$ cat src/rtl/bp_be_stall_histogram.sv
// Stall-attribution profiler for the BlackParrot BE: a shadow pipeline of stall-reason vectors
// feeds saturating per-reason, unknown, instret and cycle counters behind a 1-cycle read port.
// Optional sticky saturation flags are built when BP_STALL_HIST_OVF_EN is defined.
module bp_be_stall_histogram #(
   parameter int num_reasons_p = 21,
   parameter int num_stages_p  = 8,
   parameter int cnt_width_p   = 32,
   parameter int addr_width_lp = (num_reasons_p + 3 > 1) ? $clog2(num_reasons_p + 3) : 1
) (
   input  logic                                   clk_i,
   input  logic                                   reset_li,
   input  logic                                   freeze_i,
   input  logic [num_stages_p*num_reasons_p-1:0]  stall_i,
   input  logic                                   commit_v_i,
   input  logic                                   clear_i,
   input  logic                                   rd_v_i,
   input  logic [addr_width_lp-1:0]               rd_addr_i,
   output logic                                   rd_v_o,
   output logic [cnt_width_p-1:0]                 rd_data_o,
   output logic [num_reasons_p+2:0]               ovf_o
);

   localparam int num_cnt_lp      = num_reasons_p + 3;
   localparam int unknown_idx_lp  = num_reasons_p;
   localparam int instret_idx_lp  = num_reasons_p + 1;
   localparam int cycle_idx_lp    = num_reasons_p + 2;
   localparam int idx_width_lp    = $clog2(num_cnt_lp);

   logic                     flush;
   logic [num_reasons_p-1:0] stage_r [num_stages_p];
   logic [num_reasons_p-1:0] stage_n [num_stages_p];
   logic [num_reasons_p-1:0] final_vec;
   logic [idx_width_lp-1:0]  reason_idx;
   logic [num_cnt_lp-1:0]    inc;
   logic [cnt_width_p-1:0]   cnt_r [num_cnt_lp];
   logic [cnt_width_p-1:0]   rd_mux;
   logic                     rd_v_r;
   logic [cnt_width_p-1:0]   rd_data_r;

   assign flush = freeze_i | clear_i;

   // Shadow pipeline: reasons accumulate as they ride toward the attribution stage.
   assign stage_n[0] = flush ? '0 : stall_i[0 +: num_reasons_p];
   for (genvar s = 1; s < num_stages_p; s++) begin : g_stage
      assign stage_n[s] = flush ? '0
                        : (stage_r[s-1] | stall_i[s*num_reasons_p +: num_reasons_p]);
   end

   always_ff @(posedge clk_i or negedge reset_li) begin
      if (!reset_li) begin
         for (int s = 0; s < num_stages_p; s++) stage_r[s] <= '0;
      end else begin
         // NOTE: non-blocking so every stage samples its neighbour's pre-edge value.
         for (int s = 0; s < num_stages_p; s++) stage_r[s] <= stage_n[s];
      end
   end

   assign final_vec = stage_r[num_stages_p-1];

   always_comb begin
      // NOTE: default first so no path leaves reason_idx unassigned (no latch).
      reason_idx = '0;
      for (int i = num_reasons_p - 1; i >= 0; i--) begin
         if (final_vec[i]) reason_idx = i[idx_width_lp-1:0];
      end
   end

   // Exactly one of instret/reason/unknown plus the cycle counter per live cycle.
   always_comb begin
      inc = '0;
      if (!flush) begin
         inc[cycle_idx_lp] = 1'b1;
         if (commit_v_i)       inc[instret_idx_lp] = 1'b1;
         else if (|final_vec)  inc[reason_idx]     = 1'b1;
         else                  inc[unknown_idx_lp] = 1'b1;
      end
   end

   always_ff @(posedge clk_i or negedge reset_li) begin
      if (!reset_li) begin
         // NOTE: the counter bank is flops, not RAM, so it is reset like any register.
         for (int i = 0; i < num_cnt_lp; i++) cnt_r[i] <= '0;
      end else if (clear_i) begin
         for (int i = 0; i < num_cnt_lp; i++) cnt_r[i] <= '0;
      end else begin
         for (int i = 0; i < num_cnt_lp; i++) begin
            if (inc[i] && !(&cnt_r[i])) cnt_r[i] <= cnt_r[i] + 1'b1;
         end
      end
   end

   // Unmatched addresses fall through to zero.
   always_comb begin
      rd_mux = '0;
      for (int i = 0; i < num_cnt_lp; i++) begin
         if (rd_addr_i == i[addr_width_lp-1:0]) rd_mux = cnt_r[i];
      end
   end

   always_ff @(posedge clk_i or negedge reset_li) begin
      if (!reset_li) begin
         rd_v_r    <= 1'b0;
         rd_data_r <= '0;
      end else begin
         rd_v_r <= rd_v_i;
         if (rd_v_i) rd_data_r <= rd_mux;
      end
   end

   assign rd_v_o    = rd_v_r;
   assign rd_data_o = rd_data_r;

`ifdef BP_STALL_HIST_OVF_EN
   logic [num_cnt_lp-1:0] sat_vec;
   logic [num_cnt_lp-1:0] ovf_r;

   always_comb begin
      sat_vec = '0;
      for (int i = 0; i < num_cnt_lp; i++) sat_vec[i] = &cnt_r[i];
   end

   // Sticky: an increment attempted while pinned at full scale.
   always_ff @(posedge clk_i or negedge reset_li) begin
      if (!reset_li)    ovf_r <= '0;
      else if (clear_i) ovf_r <= '0;
      else              ovf_r <= ovf_r | (inc & sat_vec);
   end

   assign ovf_o = ovf_r;
`else
   assign ovf_o = '0;
`endif

endmodule

$ cat config.mk
export PLATFORM = sky130hd
export DESIGN_NAME = bp_be_stall_histogram
export DESIGN_NICKNAME = d
export VERILOG_FILES = /design/src/rtl/bp_be_stall_histogram.sv
export SDC_FILE = /design/constraint.sdc
export NUM_CORES = 2
export LEC_CHECK = 0
export CORE_AREA = 2 2 369 371
export DETAILED_ROUTE_END_ITERATION = 10
export DIE_AREA = 0 0 371 373
export GPL_TIMING_DRIVEN = 0
export PLACE_DENSITY_LB_ADDON = 0.2
export SLEW_MARGIN = 5
export SYNTH_ARGS = -nofsm -noshare
export SYNTH_HDL_FRONTEND = slang
export SYNTH_SLANG_ARGS = --single-unit
$ cat constraint.sdc
create_clock -name clk_i -period 2.95 [get_ports clk_i]
set_input_delay 0.4425 -clock clk_i [delete_from_list [all_inputs] [get_ports clk_i]]
set_output_delay 0.4425 -clock clk_i [all_outputs]
set_load 0.005 [all_outputs]
==> run_results.csv <==
group,metric,value,unit
job,drv_cap,1,
status,violations,"max-capacitance violations, max-slew violations, negative setup slack",
power,switching_share,0.275,
cts,htreeDepth,3,
setup_path,cp_num_buf_inv,4,
setup_path,reg2reg_slack,-0.03,ns
setup_path,crit_cells,10,
finish,drive_above_1_share,0.131,
timing,relSlewSlack,-0.00209,
drt,num_vias,52400,
power,internal-power,24.0,mW
global_route,grt_pass1_vias,49100,
finish,fin_nets,6729,
synth,yosysWarnings,0,
setup_path,max_stage_delay,0.45,ns
setup_path,crit_arrival,3.87,ns
place,dp_slack,-3.52,ns
synth,synth-main-ff-cell,"dfrtp_1",
place,port-buffer-count,208,
timing,min_period,3.13,ns
timing,rsz0062_at_grt,"true",
drt,drtPass1Iterations,9,
cts,clk_latency,0.82,ns
cts,cts_sinks,969,
synth,synth_edf_count,0,
global_route,grt_pass1_wl,370,mm
power,p_per_area,502,nW/µm²
timing,fin_crit_sh,1.06,
setup_path,r2r_start,"final_vec[4]",
floorplan,fp.dieW,371,µm
place,gp_congestion,1.06,
setup_path,endpoint_kind,"register",
timing,fmax,320,MHz
power,comb_power_share,0.107,
power,leakage,26.9,nW
synth,synth_area_per_cell,8.80,µm²
synth,syn_area,53500,µm²
setup_path,rr_worst_depth,11,
synth,yosysTopAreaCell,"dfrtp_1",
cts,path_clk_slew,0.06,ns
synth,ys_types,107,
drt,drt_iter0_markers,7171,
finish,regArea,24300,µm²
finish,fin_cells,8414,
global_route,grt_usage,0.374,
timing,skew,0.0834,ns
place,dp.cells,8105,
global_route,grt_overflow_total,0,
finish,area_growth,23.3,%
setup_path,path_cells,"clkdlybuf4s15_2, nor2b_1, clkbuf_2, clkbuf_4, nand2_1, clkbuf_2, o21ai_0, a211oi_1, o21ai_0, a31oi_1",
finish,multi_input_area,29600,µm²
floorplan,top_level_ports,236,
timing,drv_slew,10,
power,total_power,33.1,mW
setup_path,criticalPathCategory,"in2reg",
cts,clockRootBuffer,"clkbuf_16",
setup_path,cp-startpoint,"rd_addr_i[1]",
synth,synth.area.top_cells,"dfrtp_1 45%, nor2_1 8.7%, xor2_1 5.8%",
timing,worst_slack,-0.175,ns
drt,ant_nets,0,
floorplan,rows,135,
drt,avgRoutedWirePerCell,31.3,µm
synth,async_flop_share,1.00,
synth,synth_seq_cells,969,
synth,synth-seq-area-share,0.453,
setup_path,cp_max_fo,10,
floorplan,die_h,373,µm
synth,synth-adder-area-share,0.00561,
finish,fill_cells,12800,
setup_path,r2r_end,"cnt_r[355]",
floorplan,initial_core_util,0.397,
power,vdd_drop_max,0.535,mV
power,pwr-share-seq,0.411,
global_route,grt_max_degree,154,
cts,cts_tree,"yes",
cts,cts_buffer_depth,3,
synth,synth_top_area_share,0.453,
synth,synth_xor_area_frac,0.103,
synth,synth_top_family_by_area,"simple AND/OR/NAND/NOR gates",
power,switchingPower,9.10,mW
setup_path,crit_required,3.69,ns
drt,drc,0,
worst_hold_path,hold_path_class,"in2reg",
setup_path,cp-endpoint,"rd_data_o[12]",
setup_path,crit_slowest_cell,"a211oi_1",
status,status,"complete, but fails checks",
floorplan,core_area,135000,µm²
synth,muxShareOfSynthArea,0.0250,
power,p_clk_frac,0.482,
timing,worst_slew_pin_slew,1.50,ns
timing,hold_ws,0.176,ns
drt,routed_via_density,6.23,
synth,syn_inst,6078,
synth,synth_compound_area_frac,0.103,
synth,synth-simple-area-share,0.277,
setup_path,setup.worst_path.start_class,"input port",
timing,setup_viol,30,
global_route,antenna_found_initial,20,
timing,hold_viol_final,0,
floorplan,die_area,138000,µm²
cts,cts_buffers,114,
setup_path,critPathTopFamily,"buffers and inverters",
worst_hold_path,hold_depth,2,
place,hpwl,197,mm
drt,totalWireLength,263,mm
[placed cells by master (no fill, tap or decap), drive strengths merged, types with 75 or more instances in the layout]
cell and instances:
a21oi 252, and2 75, and3 141, buf 213
clkbuf 374, clkdlybuf4s50 204, dfrtp 969, inv 92
mux2i 75, nand2 419, nand3 318, nand4 280
nor2 1243, nor3 188, nor4 78, o21ai 244
or3 110, xnor2 271, xor2 357
[layer usage]
metal	wire, µm	track usage
met4	18500	0.208
met1	104000	0.501
met2	109000	0.537
met5	96	0
met3	31200	0.110
[how the worst min path moves through the flow]
stage / from / endpoint
after global routing: stall_i[108] / stage_r[45]
after detailed placement: reset_li / cnt_r[461]
after CTS: stall_i[5] / stage_r[152]
after floorplan: reset_li / cnt_r[0]
after global placement: stage_r[45] / stage_r[24]
final: stall_i[1] / stage_r[148]
[kinds of logic (layout without fill, tap and decap cells)]
logic type                 after synthesis  in the layout
and+or+nand+nor                       3044           3047
DFF                                    969            969
AOI/OAI and AO/OA                      872            872
xor gates and xnor gates               628            628
buffers and inverters                  427            948
muxes                                  113            113
adders and majority gates               24             24
other                                    1             32
[state kept, by name (all words and copies together) (netlist names)]
| register | cells |
|---|---|
| final_vec | 21 |
| stage_r | 147 |
| rd_data_o | 32 |
| cnt_r | 768 |
| rd_v_o | 1 |
[worst register-to-register path: stages (launching register included)]
cell and delay (ns):
dfrtp_2 0.50, or4_4 0.21, o32ai_4 0.09, a21oi_4 0.37
buf_6 0.19, a31oi_4 0.09, buf_8 0.18, clkbuf_16 0.21
buf_8 0.21, nor4b_1 0.52, xnor2_1 0.20, nor2_1 0.06
[area by class of cell]
cell class                 instances  area share
tap                             1781      0.0338
clock inverter                    57      0.0143
sequential                       969       0.368
timing repair buffer             324      0.0500
inverter                          96     0.00559
clock buffer                     158      0.0504
antenna                            8    0.000303
multi-input combinational       4708       0.449
buffer                           313      0.0284
[repair_timing]
item                                    4_1_cts  5_1_grt
cloned                                        6        3
pin swaps                                    58       31
hold buffers                                  1        0
hold endpoints to repair                     68        0
gates resized for setup                     524      176
endpoints found under the setup margin      663      466
buffers inserted                             64       32
[cells in the mapped netlist, drive strengths merged (15+ instances only)]
library cell / number
o211ai: 21
and2: 75
a221oi: 37
o221ai: 24
and3: 141
inv: 94
nor2b: 29
nand2: 419
and4: 66
nor4b: 15
or3: 110
o22ai: 66
nand2b: 20
xor2: 357
buf: 87
a211oi: 22
nand4: 278
a31oi: 32
xnor2: 271
mux2i: 75
dfrtp: 969
nor2: 1243
a21oi: 252
clkbuf: 244
nand3: 318
nor4: 78
nor3: 188
a21o: 15
or4: 21
ha: 24
o21ai: 244
mux2: 24
a22oi: 41
[power by group through the flow]
stage               Clock, mW  Combinational (mW)  Sequential (mW)
floorplan                   0                1.07             13.8
global route             16.7                3.60             13.6
global placement            0                2.81             13.9
CTS                      16.1                3.34             13.6
detailed placement          0                2.95             13.8
finish                   16.0                3.55             13.6
[metrics by stage]
stage	instance area, µm²	setup TNS, ns	utilization
after global routing	66000	-1.25	0.490
final	66000	-1.88	0.490
after CTS	65100	-2.75	0.483
after detailed placement	58300	-710.78	0.433
after global placement	57900	-	0.430
after floorplan	53600	0	-
Note: power is estimated with default switching activity, not from simulation.
